<file path="src/rtl/boid_update_seq.sv">
// Boid state updater: walks every boid once per start, integrates velocity
// and position, reflects at the walls and writes all fields back.
module boid_update_seq #(
    parameter int num_boids = 2,
    parameter int X_MIN     = 0,
    parameter int X_MAX     = 620,
    parameter int Y_MIN     = 0,
    parameter int Y_MAX     = 460
) (
    input  logic                        clk,
    input  logic                        reset,
    input  logic                        start,
    output logic                        busy,
    output logic                        done,
    output logic [$clog2(num_boids):0]  which_boid,
    output logic [6:0]                  wb_en,
    input  logic [31:0]                 x_rd,
    input  logic [31:0]                 y_rd,
    input  logic [31:0]                 vx_rd,
    input  logic [31:0]                 vy_rd,
    input  logic [31:0]                 vx_acc_rd,
    input  logic [31:0]                 vy_acc_rd,
    output logic [31:0]                 x_wr,
    output logic [31:0]                 y_wr,
    output logic [31:0]                 vx_wr,
    output logic [31:0]                 vy_wr,
    output logic [31:0]                 vx_acc_wr,
    output logic [31:0]                 vy_acc_wr
);

    localparam int IW = $clog2(num_boids) + 1;
    localparam logic [IW-1:0] LAST = IW'(num_boids - 1);

    localparam logic signed [32:0] VMAX = 33'sd1048575;
    localparam logic signed [32:0] VMIN = -33'sd1048576;

    localparam logic signed [33:0] XLO = 34'(X_MIN) <<< 16;
    localparam logic signed [33:0] XHI = 34'(X_MAX) <<< 16;
    localparam logic signed [33:0] YLO = 34'(Y_MIN) <<< 16;
    localparam logic signed [33:0] YHI = 34'(Y_MAX) <<< 16;

    typedef enum logic [2:0] {
        IDLE,
        ADDR,
        LATCH,
        CALC,
        WRITE,
        DONE
    } state_t;

    state_t state_q, state_d;
    logic [IW-1:0] idx_q;

    logic [31:0] lx, ly, lvx, lvy, lax, lay;
    logic [63:0] x_res, y_res;

    // v + acc in 33 bits so a 32-bit overflow still clamps the right way
    function automatic logic [31:0] sat_vel(input logic [31:0] v,
                                            input logic [31:0] a);
        logic signed [32:0] s;
        s = $signed({v[31], v}) + $signed({a[31], a});
        if (s > VMAX) return 32'h000F_FFFF;
        if (s < VMIN) return 32'hFFF0_0000;
        return s[31:0];
    endfunction

    // returns {p', v'} for one axis
    function automatic logic [63:0] step_axis(input logic [31:0] p,
                                              input logic [31:0] v,
                                              input logic [31:0] a,
                                              input logic signed [33:0] lo,
                                              input logic signed [33:0] hi);
        logic [31:0] vt;
        logic [31:0] mag;
        logic signed [33:0] pt;
        vt  = sat_vel(v, a);
        mag = vt[31] ? (~vt + 32'd1) : vt;
        pt  = $signed({{2{p[31]}}, p}) + $signed({{2{vt[31]}}, vt});
        if (pt < lo) return {lo[31:0], mag};
        if (pt > hi) return {hi[31:0], ~mag + 32'd1};
        return {pt[31:0], vt};
    endfunction

    assign x_res = step_axis(lx, lvx, lax, XLO, XHI);
    assign y_res = step_axis(ly, lvy, lay, YLO, YHI);

    always_ff @(posedge clk or negedge reset) begin
        if (!reset) begin
            state_q <= IDLE;
            idx_q   <= '0;
            lx      <= '0;
            ly      <= '0;
            lvx     <= '0;
            lvy     <= '0;
            lax     <= '0;
            lay     <= '0;
            x_wr    <= '0;
            y_wr    <= '0;
            vx_wr   <= '0;
            vy_wr   <= '0;
        end else begin
            state_q <= state_d;
            case (state_q)
                IDLE: if (start) idx_q <= '0;
                LATCH: begin
                    lx  <= x_rd;
                    ly  <= y_rd;
                    lvx <= vx_rd;
                    lvy <= vy_rd;
                    lax <= vx_acc_rd;
                    lay <= vy_acc_rd;
                end
                CALC: begin
                    x_wr  <= x_res[63:32];
                    vx_wr <= x_res[31:0];
                    y_wr  <= y_res[63:32];
                    vy_wr <= y_res[31:0];
                end
                WRITE: if (idx_q != LAST) idx_q <= idx_q + 1'b1;
                default: ;
            endcase
        end
    end

    always_comb begin
        state_d = state_q;
        unique case (state_q)
            IDLE:  if (start) state_d = ADDR;
            ADDR:  state_d = LATCH;
            LATCH: state_d = CALC;
            CALC:  state_d = WRITE;
            WRITE: state_d = (idx_q == LAST) ? DONE : ADDR;
            DONE:  state_d = IDLE;
            default: state_d = IDLE;
        endcase
    end

    assign busy       = (state_q != IDLE);
    assign done       = (state_q == DONE);
    assign wb_en      = (state_q == WRITE) ? 7'h7F : 7'h00;
    assign which_boid = idx_q;
    assign vx_acc_wr  = '0;
    assign vy_acc_wr  = '0;

endmodule

</file>
<file path="config.mk">
export PLATFORM = sky130hd
export DESIGN_NAME = boid_update_seq
export DESIGN_NICKNAME = d
export VERILOG_FILES = /design/src/rtl/boid_update_seq.sv
export SDC_FILE = /design/constraint.sdc
export NUM_CORES = 1
export LEC_CHECK = 0
export ABC_AREA = 0
export BUFFER_PORTS_ARGS = -buffer_cell sky130_fd_sc_hd__buf_2
export CELL_PAD_IN_SITES_DETAIL_PLACEMENT = 0
export CELL_PAD_IN_SITES_GLOBAL_PLACEMENT = 1
export CORE_MARGIN = 5
export CORE_UTILIZATION = 40
export CTS_CLUSTER_SIZE = 12
export DETAILED_ROUTE_END_ITERATION = 10
export GPL_TIMING_DRIVEN = 0
export PLACE_DENSITY = 0.83
export SLEW_MARGIN = 20
export SYNTH_ARGS = -nofsm -noshare
export SYNTH_HDL_FRONTEND = slang
export SYNTH_SLANG_ARGS = --single-unit
</file>
<file path="constraint.sdc">
create_clock -name clk -period 10.6 [get_ports clk]
set_clock_uncertainty 0.1 [all_clocks]
set_input_delay 2.12 -clock clk [delete_from_list [all_inputs] [get_ports clk]]
set_output_delay 2.12 -clock clk [all_outputs]
set_load 0.02 [all_outputs]
</file>
==> impl_results.md <==
- Result of the run: completed
- Max-capacitance violation count: 0
- Top-area cell type share of the netlist area: 0.326
- Crit-path max FO: 10
- Count of cell types in the netlist: 98
- Simple-gate area share of the yosys netlist: 0.166
- XOR/XNOR share of the synthesized area: 0.0428
- Instance count along the most critical hold path: 1
- Via count of the first global-routing pass: 22,500
- Area delta synth->final: 17.7%
- Largest family of logic cells by synthesized area: compound AO/OA/AOI/OAI gates
- First-pass GRT wire length: 135,000 um
- Insertion delay to the later sink of the worst-skew pair: 0.58 ns
- Multiplexer share of the synthesized area: 0.0944
- Longest individual stage delay on the worst path: 0.75 ns
- Relative slew slack: 0.217
- RSZ-0062 raised after global routing: no
- Class of the worst hold path: reg2reg
- Clock buffers created by TritonCTS: 40
- Number of I/O pins: 398
- Area of the multi-input gates: 15,500 sq um
- Finish-stage setup viols: 0
- Pins over their slew limit: 0
- Max Clock Freq: 101 MHz
- Number of synthesized register bits: 325
- Design area: 29,400 sq um
- Fraction of synthesis flops using an asynchronous set or reset pin: 1.00
- Most instantiated library cell after synthesis: sky130_fd_sc_hd__dfrtp_1
- Category of the worst setup path launch point: flip-flop
- Most common library cells after synthesis: 325 x sky130_fd_sc_hd__dfrtp_1, 269 x sky130_fd_sc_hd__nand2_1, 208 x sky130_fd_sc_hd__a21oi_1, 194 x sky130_fd_sc_hd__mux2_2, 186 x sky130_fd_sc_hd__o21ai_0
- Clk slew on worst S/H paths: 0.06 ns
- TritonCTS clock tree: yes
- Resized cells post-CTS: 0
- Crit. End Element: flip-flop
- Crit path buf inv count: 5
- Starting density of the core: 0.404
- Synthesis Warnings: 0
- Average wire per standard cell: 21.5 um
- FF/Latch Area: 8130 sq um
- Count of hold-fix buffers inserted at cts: 0
- Maximum number of pins on one net before global-route repair: 93
- Drt total wl: 89,400 um
- Share of post-route cells with drive strength above 1: 0.225
- CP max-delay cell: sky130_fd_sc_hd__a2111oi_0
- CP delay by family, top: compound AO/OA/AOI/OAI gates
- Part of the Yosys area used for sequential elements: 0.326
- Via count: 23,800
- Final Hold Vio Count: 0
- FP Rows: 91
- Vias per cell: 5.72
- Antenna violations before repair: 9
- Number of fillers in the final layout: 6,227
- Initial DRC count: 2,233
- First-pass detailed-route iteration total: 7
- PortBufs: 333
- Number of synthesized flops with an enable pin: 0
- Compound-Gate Fraction of Synth Area: 0.241
- Adder and majority gate portion of the synthesized area: 0.0689
- Clock tree root driver cell: sky130_fd_sc_hd__clkbuf_16
- Minimum clock period: 9.93 ns
- Pin slew with the least headroom to its limit: 1.17 ns
- Share of the clock period used by the worst path: 0.937
- Worst Hold Slack: 0.368 ns
- Area post-placement: 28,000 sq um
- Cell type with the highest aggregate area in the netlist: sky130_fd_sc_hd__dfrtp_1
- Final global-route overflow total: 0
- Start-to-end type of the worst setup path: reg2reg
- Die width: 260 um
- Clock sink count: 325
- Arrival time of the worst setup path: 10.23 ns
- Cell count after synthesis: 2,842
- Sum of negative setup slack: 0 ns
- Length in cells of the worst reg-to-reg path: 30
- RD Place Congestion: 0.961
- Stages on worst setup path: 30
- Area of the placeable core: 61,700 sq um
- Hpwl dp: 71,600 um
- Die height: 260 um
- Die outline area: 67,500 sq um
- Per-instance average area after synthesis: 8.78 sq um
- Netlist area before placement: 24,900 sq um
- Antenna diode instance count: 0
- Synth top area cells: sky130_fd_sc_hd__dfrtp_1 33%, sky130_fd_sc_hd__mux2_2 8.8%, sky130_fd_sc_hd__ha_1 6.6%
- CTS HTree Levels: 2
- Max Root-Sink Buffers: 3
- Post-layout nets: 3,613
- Worst endpoint required time: 10.91 ns
- Post-CTS setup repair buffer count: 0
- Commonest register cell after synthesis: sky130_fd_sc_hd__dfrtp_1
- Residual DRC count: 0
- Antenna Nets Post-Route: 0
- Total GRT Usage: 0.254
per-layer routing:
metal	wire (um)	share of wire	global-route usage
met5	47	0.00053	0
met1	40400	0.45	0.364
met2	39400	0.44	0.397
met3	6810	0.076	0.0419
met4	2840	0.032	0.0722
metrics by stage:
stage | worst slack (ns) | instances | utilization
final | 0.673 | 4151 | 0.476
after global routing | 0.243 | 4151 | 0.476
after CTS | 0.906 | 4151 | 0.476
after detailed placement | 0.953 | 4078 | 0.454
after global placement | 0.872 | 4075 | 0.452
after floorplan | 3.17 | 2905 | -
kinds of logic after synthesis:
group,after synthesis
buf+inv,324
mux,211
fa+ha+maj,135
other cells,1
flops,325
xor+xnor,122
compound gates,895
simple gates,829
worst paths after layout:
path | from | to | slack, ns
max | lvy[22] | vy_wr[26] | 0.67
min | vx_wr[22] | vx_wr[22] | 0.37
max reg2reg | lvy[22] | vy_wr[26] | 0.67
min reg2reg | vx_wr[22] | vx_wr[22] | 0.37
max in group asynchronous | reset | lvx[12] | 7.59
min in group asynchronous | reset | ly[15] | 1.42
final cells by class:
cell class              count  share of cell area
well taps                 837              0.0357
flip-flops and latches    325               0.277
clock inverters            15             0.00622
clock buffers              58              0.0402
repair buffers            336              0.0599
plain buffers             225              0.0393
inverters                  99              0.0127
multi-input cells        2256               0.529
registers in the layout, indices dropped and copies added (netlist names):
register / count
lvx: 32
lx: 32
vy_wr: 32
lay: 32
state_q: 3
y_wr: 32
lax: 32
vx_wr: 32
which_boid: 2
x_wr: 32
ly: 32
lvy: 32
placed cells by master, fill, tap and decap left out, types with 20 or more instances in the layout:
cell type	instances
sky130_fd_sc_hd__nor4_1	30
sky130_fd_sc_hd__a22o_1	35
sky130_fd_sc_hd__xor2_1	52
sky130_fd_sc_hd__a21oi_1	208
sky130_fd_sc_hd__conb_1	64
sky130_fd_sc_hd__inv_1	99
sky130_fd_sc_hd__o31ai_1	21
sky130_fd_sc_hd__nand2_1	269
sky130_fd_sc_hd__mux2_2	194
sky130_fd_sc_hd__or3_1	20
sky130_fd_sc_hd__o21ai_0	186
sky130_fd_sc_hd__o21bai_1	27
sky130_fd_sc_hd__nor3_1	80
sky130_fd_sc_hd__buf_4	74
sky130_fd_sc_hd__a31oi_1	35
sky130_fd_sc_hd__a21o_1	99
sky130_fd_sc_hd__dfrtp_1	325
sky130_fd_sc_hd__nor2_1	147
sky130_fd_sc_hd__o211ai_1	28
sky130_fd_sc_hd__and2_1	41
sky130_fd_sc_hd__clkbuf_1	130
sky130_fd_sc_hd__xnor2_1	70
sky130_fd_sc_hd__and3_1	28
sky130_fd_sc_hd__nand4_1	50
sky130_fd_sc_hd__o21a_1	30
sky130_fd_sc_hd__clkbuf_16	42
sky130_fd_sc_hd__nand3_1	55
sky130_fd_sc_hd__ha_1	131
sky130_fd_sc_hd__buf_2	356
sky130_fd_sc_hd__nor2b_1	23
Power is left out: the tool's default activity adds up to more than one toggle a clock period on the data nets, which glitch-free logic cannot reach.
